<file path="src/rtl/popcount27_patgen.sv">
// Burst pattern generator for popcount27 circuits: each request yields 27 beats of a
// rotating thermometer code, each paired with its exact popcount as the golden weight.
module popcount27_patgen #(
   parameter int ROT_STEP = 1
) (
   input  logic        clk,
   input  logic        rst_n,
   input  logic        req_valid,
   output logic        req_ready,
   input  logic [4:0]  req_weight,
   output logic        pat_valid,
   input  logic        pat_ready,
   output logic [26:0] pat_data,
   output logic [4:0]  pat_weight,
   output logic        pat_last,
   output logic        err,
   output logic        o_dbg_emit
);

   // Handshakes: a transfer happens on a rising edge where valid and ready are both 1;
   // pat_valid never drops and the pattern never changes until that transfer completes.

   typedef enum logic {S_IDLE = 1'b0, S_EMIT = 1'b1} state_t;

   localparam int unsigned RS       = ROT_STEP % 27;
   localparam logic [4:0]  LAST_IDX = 5'd26;

   state_t      r_state;
   state_t      w_state_nxt;
   logic        r_req_ready;
   logic        r_err;
   logic [26:0] r_data;
   logic [4:0]  r_weight;
   logic [4:0]  r_idx;

   logic        w_accept;
   logic        w_legal;
   logic        w_fire;
   logic        w_at_last;
   logic [26:0] w_therm;
   logic [26:0] w_rot;

   assign w_accept  = req_valid & r_req_ready;
   assign w_legal   = (req_weight <= 5'd27);
   assign w_fire    = pat_valid & pat_ready;
   assign w_at_last = (r_idx == LAST_IDX);

   // Weight 27 would overflow the 27-bit shift, so it is special-cased to all ones.
   assign w_therm = (req_weight == 5'd27) ? '1 : ((27'd1 << req_weight) - 27'd1);
   assign w_rot   = (r_data << RS) | (r_data >> (27 - RS));

   // State register
   always_ff @(posedge clk or negedge rst_n) begin
      if (!rst_n) r_state <= S_IDLE;
      else        r_state <= w_state_nxt;
   end

   // Next-state logic
   always_comb begin
      w_state_nxt = r_state;
      case (r_state)
         S_IDLE:  if (w_accept && w_legal)  w_state_nxt = S_EMIT;
         S_EMIT:  if (w_fire && w_at_last)  w_state_nxt = S_IDLE;
         default: w_state_nxt = S_IDLE;
      endcase
   end

   // Output logic
   always_comb begin
      pat_valid  = (r_state == S_EMIT);
      pat_last   = (r_state == S_EMIT) && w_at_last;
      o_dbg_emit = (r_state == S_EMIT);
   end

   // req_ready is registered from the next state, so it only rises once a burst has ended.
   always_ff @(posedge clk or negedge rst_n) begin
      if (!rst_n) begin
         r_req_ready <= 1'b0;
         r_err       <= 1'b0;
         r_data      <= '0;
         r_weight    <= '0;
         r_idx       <= '0;
      end else begin
         r_req_ready <= (w_state_nxt == S_IDLE);
         r_err       <= w_accept & ~w_legal;
         if (w_accept && w_legal) begin
            r_data   <= w_therm;
            r_weight <= req_weight;
            r_idx    <= '0;
         end else if (w_fire && !w_at_last) begin
            r_data <= w_rot;
            r_idx  <= r_idx + 5'd1;
         end
      end
   end

   assign req_ready  = r_req_ready;
   assign err        = r_err;
   assign pat_data   = r_data;
   assign pat_weight = r_weight;

endmodule
</file>
<file path="config.mk">
export PLATFORM = sky130hd
export DESIGN_NAME = popcount27_patgen
export DESIGN_NICKNAME = d
export VERILOG_FILES = /design/src/rtl/popcount27_patgen.sv
export SDC_FILE = /design/constraint.sdc
export NUM_CORES = 1
export LEC_CHECK = 0
export BUFFER_PORTS_ARGS = -buffer_cell sky130_fd_sc_hd__buf_2
export CAP_MARGIN = 20
export CORE_MARGIN = 3
export CORE_UTILIZATION = 35
export DETAILED_ROUTE_END_ITERATION = 6
export HOLD_SLACK_MARGIN = 0.06
export PLACE_DENSITY = 0.6
export SYNTH_ARGS = -nofsm -noshare
export SYNTH_HDL_FRONTEND = slang
export SYNTH_SLANG_ARGS = --single-unit
</file>
<file path="constraint.sdc">
create_clock -name clk -period 2.2 [get_ports clk]
set_input_delay 0.11 -clock clk [delete_from_list [all_inputs] [get_ports clk]]
set_output_delay 0.11 -clock clk [all_outputs]
set_load 0.02 [all_outputs]
</file>
==> out/results.ini, run 1 <==
[final_layout]
nNetsFinal=327
utilization_pct=42.9
multiInputGateArea_um2=1260
drive_gt1_share_pct=21.7
num_antenna_cells=0
register_area_um2=1000
finalNonFillerCells=390
area_growth_pct=15.5
fill_cells=661

[worst_setup_path]
cp_cell_sequence=buf_2, or3_1, or3_1, ha_1, buf_4, nor3_1, a31oi_1, o221a_1, a31oi_1
reg2reg_depth=7
crit_buf_inv=2
rr_endpoint=pat_data[6]
cp-end-kind=register
critPathMaxFanout=10
crit_type=in -> reg
reg2reg_from=r_idx[0]
cp-start-kind=input port
crit_family=simple AND/OR/NAND/NOR gates
crit_required_ns=2.41
cp_slowest_stage_delay_ns=0.42
slowest_stage=or3_1
rrSetupSlack_ns=0.33
arrival_ns=2.15

[clock_tree]
path_clk_slew_ns=0.07
clock-root-buffer=clkbuf_8
cts_tree=done
worstSkewPairLatency_ns=0.29
h-tree-depth=2
cts_resized=0
cts_buffer_depth=2
cts-buffers-inserted=5
clock_sinks=40

[logic_synthesis]
synth_top_area_share_pct=41.3
syn-num-nets=286
synthTopCellsByCount=nand2_1 (41), dfrtp_1 (40), mux2i_1 (19)
synthMuxAreaShare_pct=7.84
synth_ff_type=dfrtp_1
async_flop_share_pct=100
syn_avg_cell_area_um2=8.85
yosysSeqAreaShare_pct=41.3
yosysWarnings=0
synthAdderAreaFrac_pct=1.55
synth_compound_area_share_pct=19.7
synth-xor-area-share_pct=1.44
ys_types=49
synth.cell_area_um2=2420
ys_ff_latch=40
synth_top_area_cell=dfrtp_1
synth_edf_count=0
synth_top_family_by_area=simple AND/OR/NAND/NOR gates
synth.area.top_cells=dfrtp_1 (41%), mux2i_1 (7.8%), nand2_1 (6.3%), a31oi_1 (3.1%), o21ai_0 (3.1%)
yosys.area_share.simple_pct=21.5
synth_most_common_cell=nand2_1
synthCells=274

[floorplan]
rows=29
core-area_um2=6530
io_pins=46
fp.dieH_um=89.2
die_x_um=89.2
die_area_um2=7960
start_util_pct=37.1

[pwr]
total_power_mw=3.41
leakage_nw=1.35
power.density_nw_per_um2=1220
ir_drop_mv=0.367

[place]
dp_hpwl_um=4480
dp_cells=384
portBuffers=45
dp_slack_ns=-0.0276
place_congestion=0.898

[global_routing]
use_met1_pct=22.6
grt_use_met2_pct=25.1
gr-total-overflow=0
grt_max_degree=41
track_usage_pct=16.2
antenna_found_initial=0
grt_pass1_wl_um=10100
busiest_layer=met2
grt_pass1_vias=2019
grt_use_met3_pct=2.86

[route]
vias=2137
drc=0
wl_um=6120
viasPerCell=5.48
wl_per_cell_um=15.7
drtIter0Drc=206
ant_nets=0
drt-pass1-iter-count=4

[worst_hold_path]
hold_start=pat_ready
hold_path_depth=4
hp-class=in -> reg
holdPathEnd=o_dbg_emit

[timing]
slew_viol_final=0
fin_crit_sh_pct=88.5
layout_setup_ws_ns=0.253
worst_pin_slew_ns=0.888
setup_violations=0
hold_slack_ns=0.139
fmax_mhz=514
layout_min_cycle_time_ns=1.95
relSlewSlack_pct=40.8
hold_violations=0
grt_setup_unrepaired=false
finalClockSkew_ns=0.00752

[flow_run]
cap_violations=0

[status]
outcome=complete, no violations

==> cell families (layout without fill, tap and decap cells) <==
family / after synthesis / count (layout)
XOR/XNOR: 4 / 4
AO/OA/AOI/OAI: 73 / 73
buffers and inverters: 32 / 71
adder cells (fa/ha/maj): 3 / 3
AND/OR/NAND/NOR: 103 / 103
flip-flops: 40 / 40
multiplexers: 19 / 19
==> metal layers <==
layer  share of wire, %  vias to the layer above
met5                  0                        -
met4                1.9                        0
met3                4.5                       11
met2                 47                       55
met1                 47                     1014
li1                   -                     1057
==> area by class of cell <==
class                      instances  area share (%)
tap                               77            3.44
clock buffer                       5            2.46
inverter                           6           0.804
multi-input combinational        202            45.0
sequential                        40            35.7
timing repair buffer              60            12.6
==> worst min-delay path, delay by kind of cell <==
kind | cells | cell delay [ns]
simple gates | 2 | 0.13
buf+inv | 1 | 0.08
compound gates | 1 | 0.06
==> per-stage QoR <==
| step | area [um2] | setup TNS [ns] |
|---|---|---|
| after floorplan | 2420 | 0 |
| after global placement | 2720 | 0 |
| after detailed placement | 2720 | -0.0341 |
| after CTS | 2800 | 0 |
| after global routing | 2800 | 0 |
| final | 2800 | 0 |
==> how the worst max path moves through the flow <==
stage	start	to	slack, ns	depth (start not counted)
global placement	req_weight[4]	pat_data[22]	0.005	9
floorplan	req_weight[4]	pat_data[22]	0.05	10
global route	req_weight[4]	pat_data[22]	0.11	9
CTS	req_weight[4]	pat_data[22]	0.26	9
detailed placement	req_weight[4]	pat_data[22]	-0.03	9
finish	req_weight[4]	pat_data[12]	0.25	9
==> cells in the final DEF, fill, tap and decap left out, drive strengths merged, types with 3 or more instances in the layout <==
| cell | n |
|---|---|
| a21oi | 11 |
| a2bb2oi | 6 |
| a31oi | 12 |
| a32oi | 5 |
| and2 | 7 |
| and3 | 3 |
| buf | 59 |
| clkbuf | 5 |
| dfrtp | 40 |
| ha | 3 |
| inv | 6 |
| mux2i | 19 |
| nand2 | 41 |
| nand2b | 5 |
| nand3 | 4 |
| nor2 | 16 |
| nor2b | 3 |
| nor3 | 5 |
| nor3b | 3 |
| o21ai | 23 |
| or3 | 3 |
| xor2 | 3 |
==> registers in the layout (all words and copies together), names as in the netlist <==
signal,cells
o_dbg_emit,1
r_idx,5
pat_data,27
pat_weight,5
req_ready,1
err,1
==> power by group <==
group / internal [mW] / total (mW) / switching (mW)
sequential: 1.07 / 1.34 / 0.268
clock: 0.205 / 0.437 / 0.233
combinational: 0.644 / 1.63 / 0.989
total: 1.92 / 3.41 / 1.49
==> what timing repair did <==
action                    CTS  global route
hold buffers                1             0
hold endpoints to repair   40             0
setup buffers               0             0
No activity file was read; power rests on OpenSTA's default activity.
==> run 2, diff against run 1 <==
--- a/config.mk
+++ b/config.mk
@@ -8,10 +8,10 @@
 export BUFFER_PORTS_ARGS = -buffer_cell sky130_fd_sc_hd__buf_2
 export CAP_MARGIN = 20
 export CORE_MARGIN = 3
-export CORE_UTILIZATION = 35
+export CORE_UTILIZATION = 55
 export DETAILED_ROUTE_END_ITERATION = 6
 export HOLD_SLACK_MARGIN = 0.06
-export PLACE_DENSITY = 0.6
+export PLACE_DENSITY = 0.84
 export SYNTH_ARGS = -nofsm -noshare
 export SYNTH_HDL_FRONTEND = slang
 export SYNTH_SLANG_ARGS = --single-unit
==> out/results.ini, run 2 (synthesis results as in run 1) <==
[route]
ant_nets=0  ; unchanged
drt-pass1-iter-count=6  ; was 4
wl_um=6340  ; was 6120 um
route.met3.wl_um=450  ; was 273 um
top_layer=met4  ; unchanged
vias=2246  ; was 2137
viasPerCell=6.14  ; was 5.48
drc=0  ; unchanged
drt-met1-wl_um=2730  ; was 2880 um
wl_per_cell_um=17.3  ; was 15.7 um
met2_length_um=3010  ; was 2850 um
drtIter0Drc=336  ; was 206

[pwr]
leakage_nw=1.38  ; was 1.35 nW
internal-power_mw=2.12  ; was 1.92 mW
power_frac_comb_pct=45.2  ; was 47.8%
p_switching_mw=1.54  ; was 1.49 mW
ir_drop_mv=0.522  ; was 0.367 mV
power.density_nw_per_um2=1300  ; was 1220 nW/um2
power_frac_clock_pct=18.1  ; was 12.8%
seq_power_share_pct=36.7  ; was 39.3%
switching_share_pct=42.2  ; was 43.6%

[timing]
worst_pin_slew_ns=0.911  ; was 0.888 ns
finalClockSkew_ns=0.00255  ; was 0.00752 ns
slew_viol_final=0  ; unchanged
hold_slack_ns=0.144  ; was 0.139 ns
fin_crit_sh_pct=95.4  ; was 88.5%
hold_violations=0  ; unchanged
setup_tns_ns=0  ; unchanged
layout_setup_ws_ns=0.101  ; was 0.253 ns
relSlewSlack_pct=39.3  ; was 40.8%
fmax_mhz=476  ; was 514 MHz
grt_setup_unrepaired=false  ; unchanged
layout_min_cycle_time_ns=2.10  ; was 1.95 ns
setup_violations=0  ; unchanged

[final_layout]
num_antenna_cells=0  ; unchanged
design_area_um2=2830  ; was 2800 um2
nNetsFinal=327  ; unchanged
mostFrequentLayoutCell=buf_2  ; unchanged
largest_reg_flops=27  ; unchanged
area_growth_pct=16.5  ; was 15.5%
final_cell_mix=buf_2 (45), nand2_1 (41), dfrtp_1 (40), mux2i_1 (19), nor2_1 (16)  ; unchanged
utilization_pct=68.7  ; was 42.9%
drive_gt1_share_pct=22.5  ; was 21.7%

[worst_setup_path]
startpoint=req_weight[4]  ; unchanged
reg2reg_depth=7  ; unchanged
rrSetupSlack_ns=0.46  ; was 0.33 ns
cp-end-kind=register  ; unchanged
crit_family=simple AND/OR/NAND/NOR gates  ; unchanged
critPathMaxFanout=9  ; was 10
slowest_stage=or3_1  ; unchanged
cp_cell_sequence=buf_2, or3_1, or3_1, ha_1, buf_4, nor3_1, a31oi_1, o221a_1, a31oi_1  ; unchanged
crit_required_ns=2.41  ; about the same
setup.worst_path.end=pat_data[12]  ; unchanged
crit_buf_inv=2  ; unchanged
cp_num_cells=9  ; unchanged
crit_type=in -> reg  ; unchanged
cp-start-kind=input port  ; unchanged
cp_slowest_stage_delay_ns=0.39  ; was 0.42 ns
arrival_ns=2.31  ; was 2.15 ns
reg2reg_from=r_idx[0]  ; unchanged
rr_endpoint=pat_data[4]  ; was pat_data[6]

[floorplan]
die_x_um=72.4  ; was 89.2 um
io_pins=46  ; unchanged
core-area_um2=4120  ; was 6530 um2
rows=23  ; was 29
die_area_um2=5240  ; was 7960 um2
start_util_pct=58.9  ; was 37.1%
fp.dieH_um=72.4  ; was 89.2 um

[clock_tree]
clock-root-buffer=clkbuf_8  ; unchanged
cts_buffer_depth=2  ; unchanged
cts-buffers-inserted=5  ; unchanged
cts_setup_buffers=0  ; unchanged
worstSkewPairLatency_ns=0.29  ; about the same
cts_tree=done  ; unchanged
clock_sinks=40  ; unchanged
path_clk_slew_ns=0.08  ; was 0.07 ns
h-tree-depth=2  ; unchanged

[flow_run]
cap_violations=0  ; unchanged

[global_routing]
gr-total-overflow=0  ; unchanged
grt_pass1_vias=2056  ; was 2019
grt_max_degree=41  ; unchanged
antenna_found_initial=0  ; unchanged
track_usage_pct=25.3  ; was 16.2%
grt_pass1_wl_um=10300  ; was 10100 um

[place]
dp_hpwl_um=4280  ; was 4480 um
portBuffers=45  ; unchanged
place_congestion=0.924  ; was 0.898
dpl_cell_area_um2=2690  ; was 2720 um2
dp_slack_ns=-0.135  ; was -0.0276 ns

[status]
outcome=complete, no violations  ; unchanged

[worst_hold_path]
hp-class=in -> reg  ; unchanged

-- run 2: what timing repair did --
action                                 in CTS  in global routing
resized for setup                           0                  0
endpoints found under the hold margin      40                  0
hold buffers                                1                  0
-- run 2: metal layers --
layer	up-vias	GRT usage, %
li1	1059	-
met1	1034	34.6
met4	0	8.61
met5	-	0
met3	23	5.12
met2	130	40.2
-- run 2: worst min-delay path by stage --
stage	end	from	cells past startpoint	slack, ns
global route	pat_weight[0]	req_weight[0]	3	0.16
finish	o_dbg_emit	pat_ready	4	0.14
floorplan	err	rst_n	0	-0.19
global placement	r_idx[3]	rst_n	1	0.28
CTS	o_dbg_emit	pat_ready	4	0.14
detailed placement	r_idx[4]	rst_n	1	0.28
-- run 2: area by class of cell --
class                   instances  area (um2)
flip-flops and latches         40        1000
repair buffers                 60         353
multi-input cells             202        1260
inverters                       6        22.5
clock buffers                   7        96.3
well taps                      50        62.6
fillers                       326        1290
clock inverters                 1        30.0
-- run 2: power groups by stage --
stage,combinational (mW),sequential (mW),clock [mW]
floorplan,0.810,1.65,0
global placement,1.61,1.33,0
detailed placement,1.65,1.35,0
CTS,1.66,1.34,0.665
global route,1.80,1.39,0.692
finish,1.66,1.34,0.661
-- run 2: through the flow --
step | std cells | power (mW)
final | 366 | 3.66
after global routing | 366 | 3.88
after detailed placement | 357 | 3.01
after global placement | 357 | 2.94
after floorplan | 274 | 2.46
after CTS | 366 | 3.66
-- run 2: worst register-to-register path: stages (launching register included) --
cell and delay [ns]:
dfrtp_1 0.42, inv_1 0.07, ha_1 0.21, nand4b_2 0.16, and2_1 0.20, buf_12 0.21, mux2i_1 0.23, a22oi_1 0.11
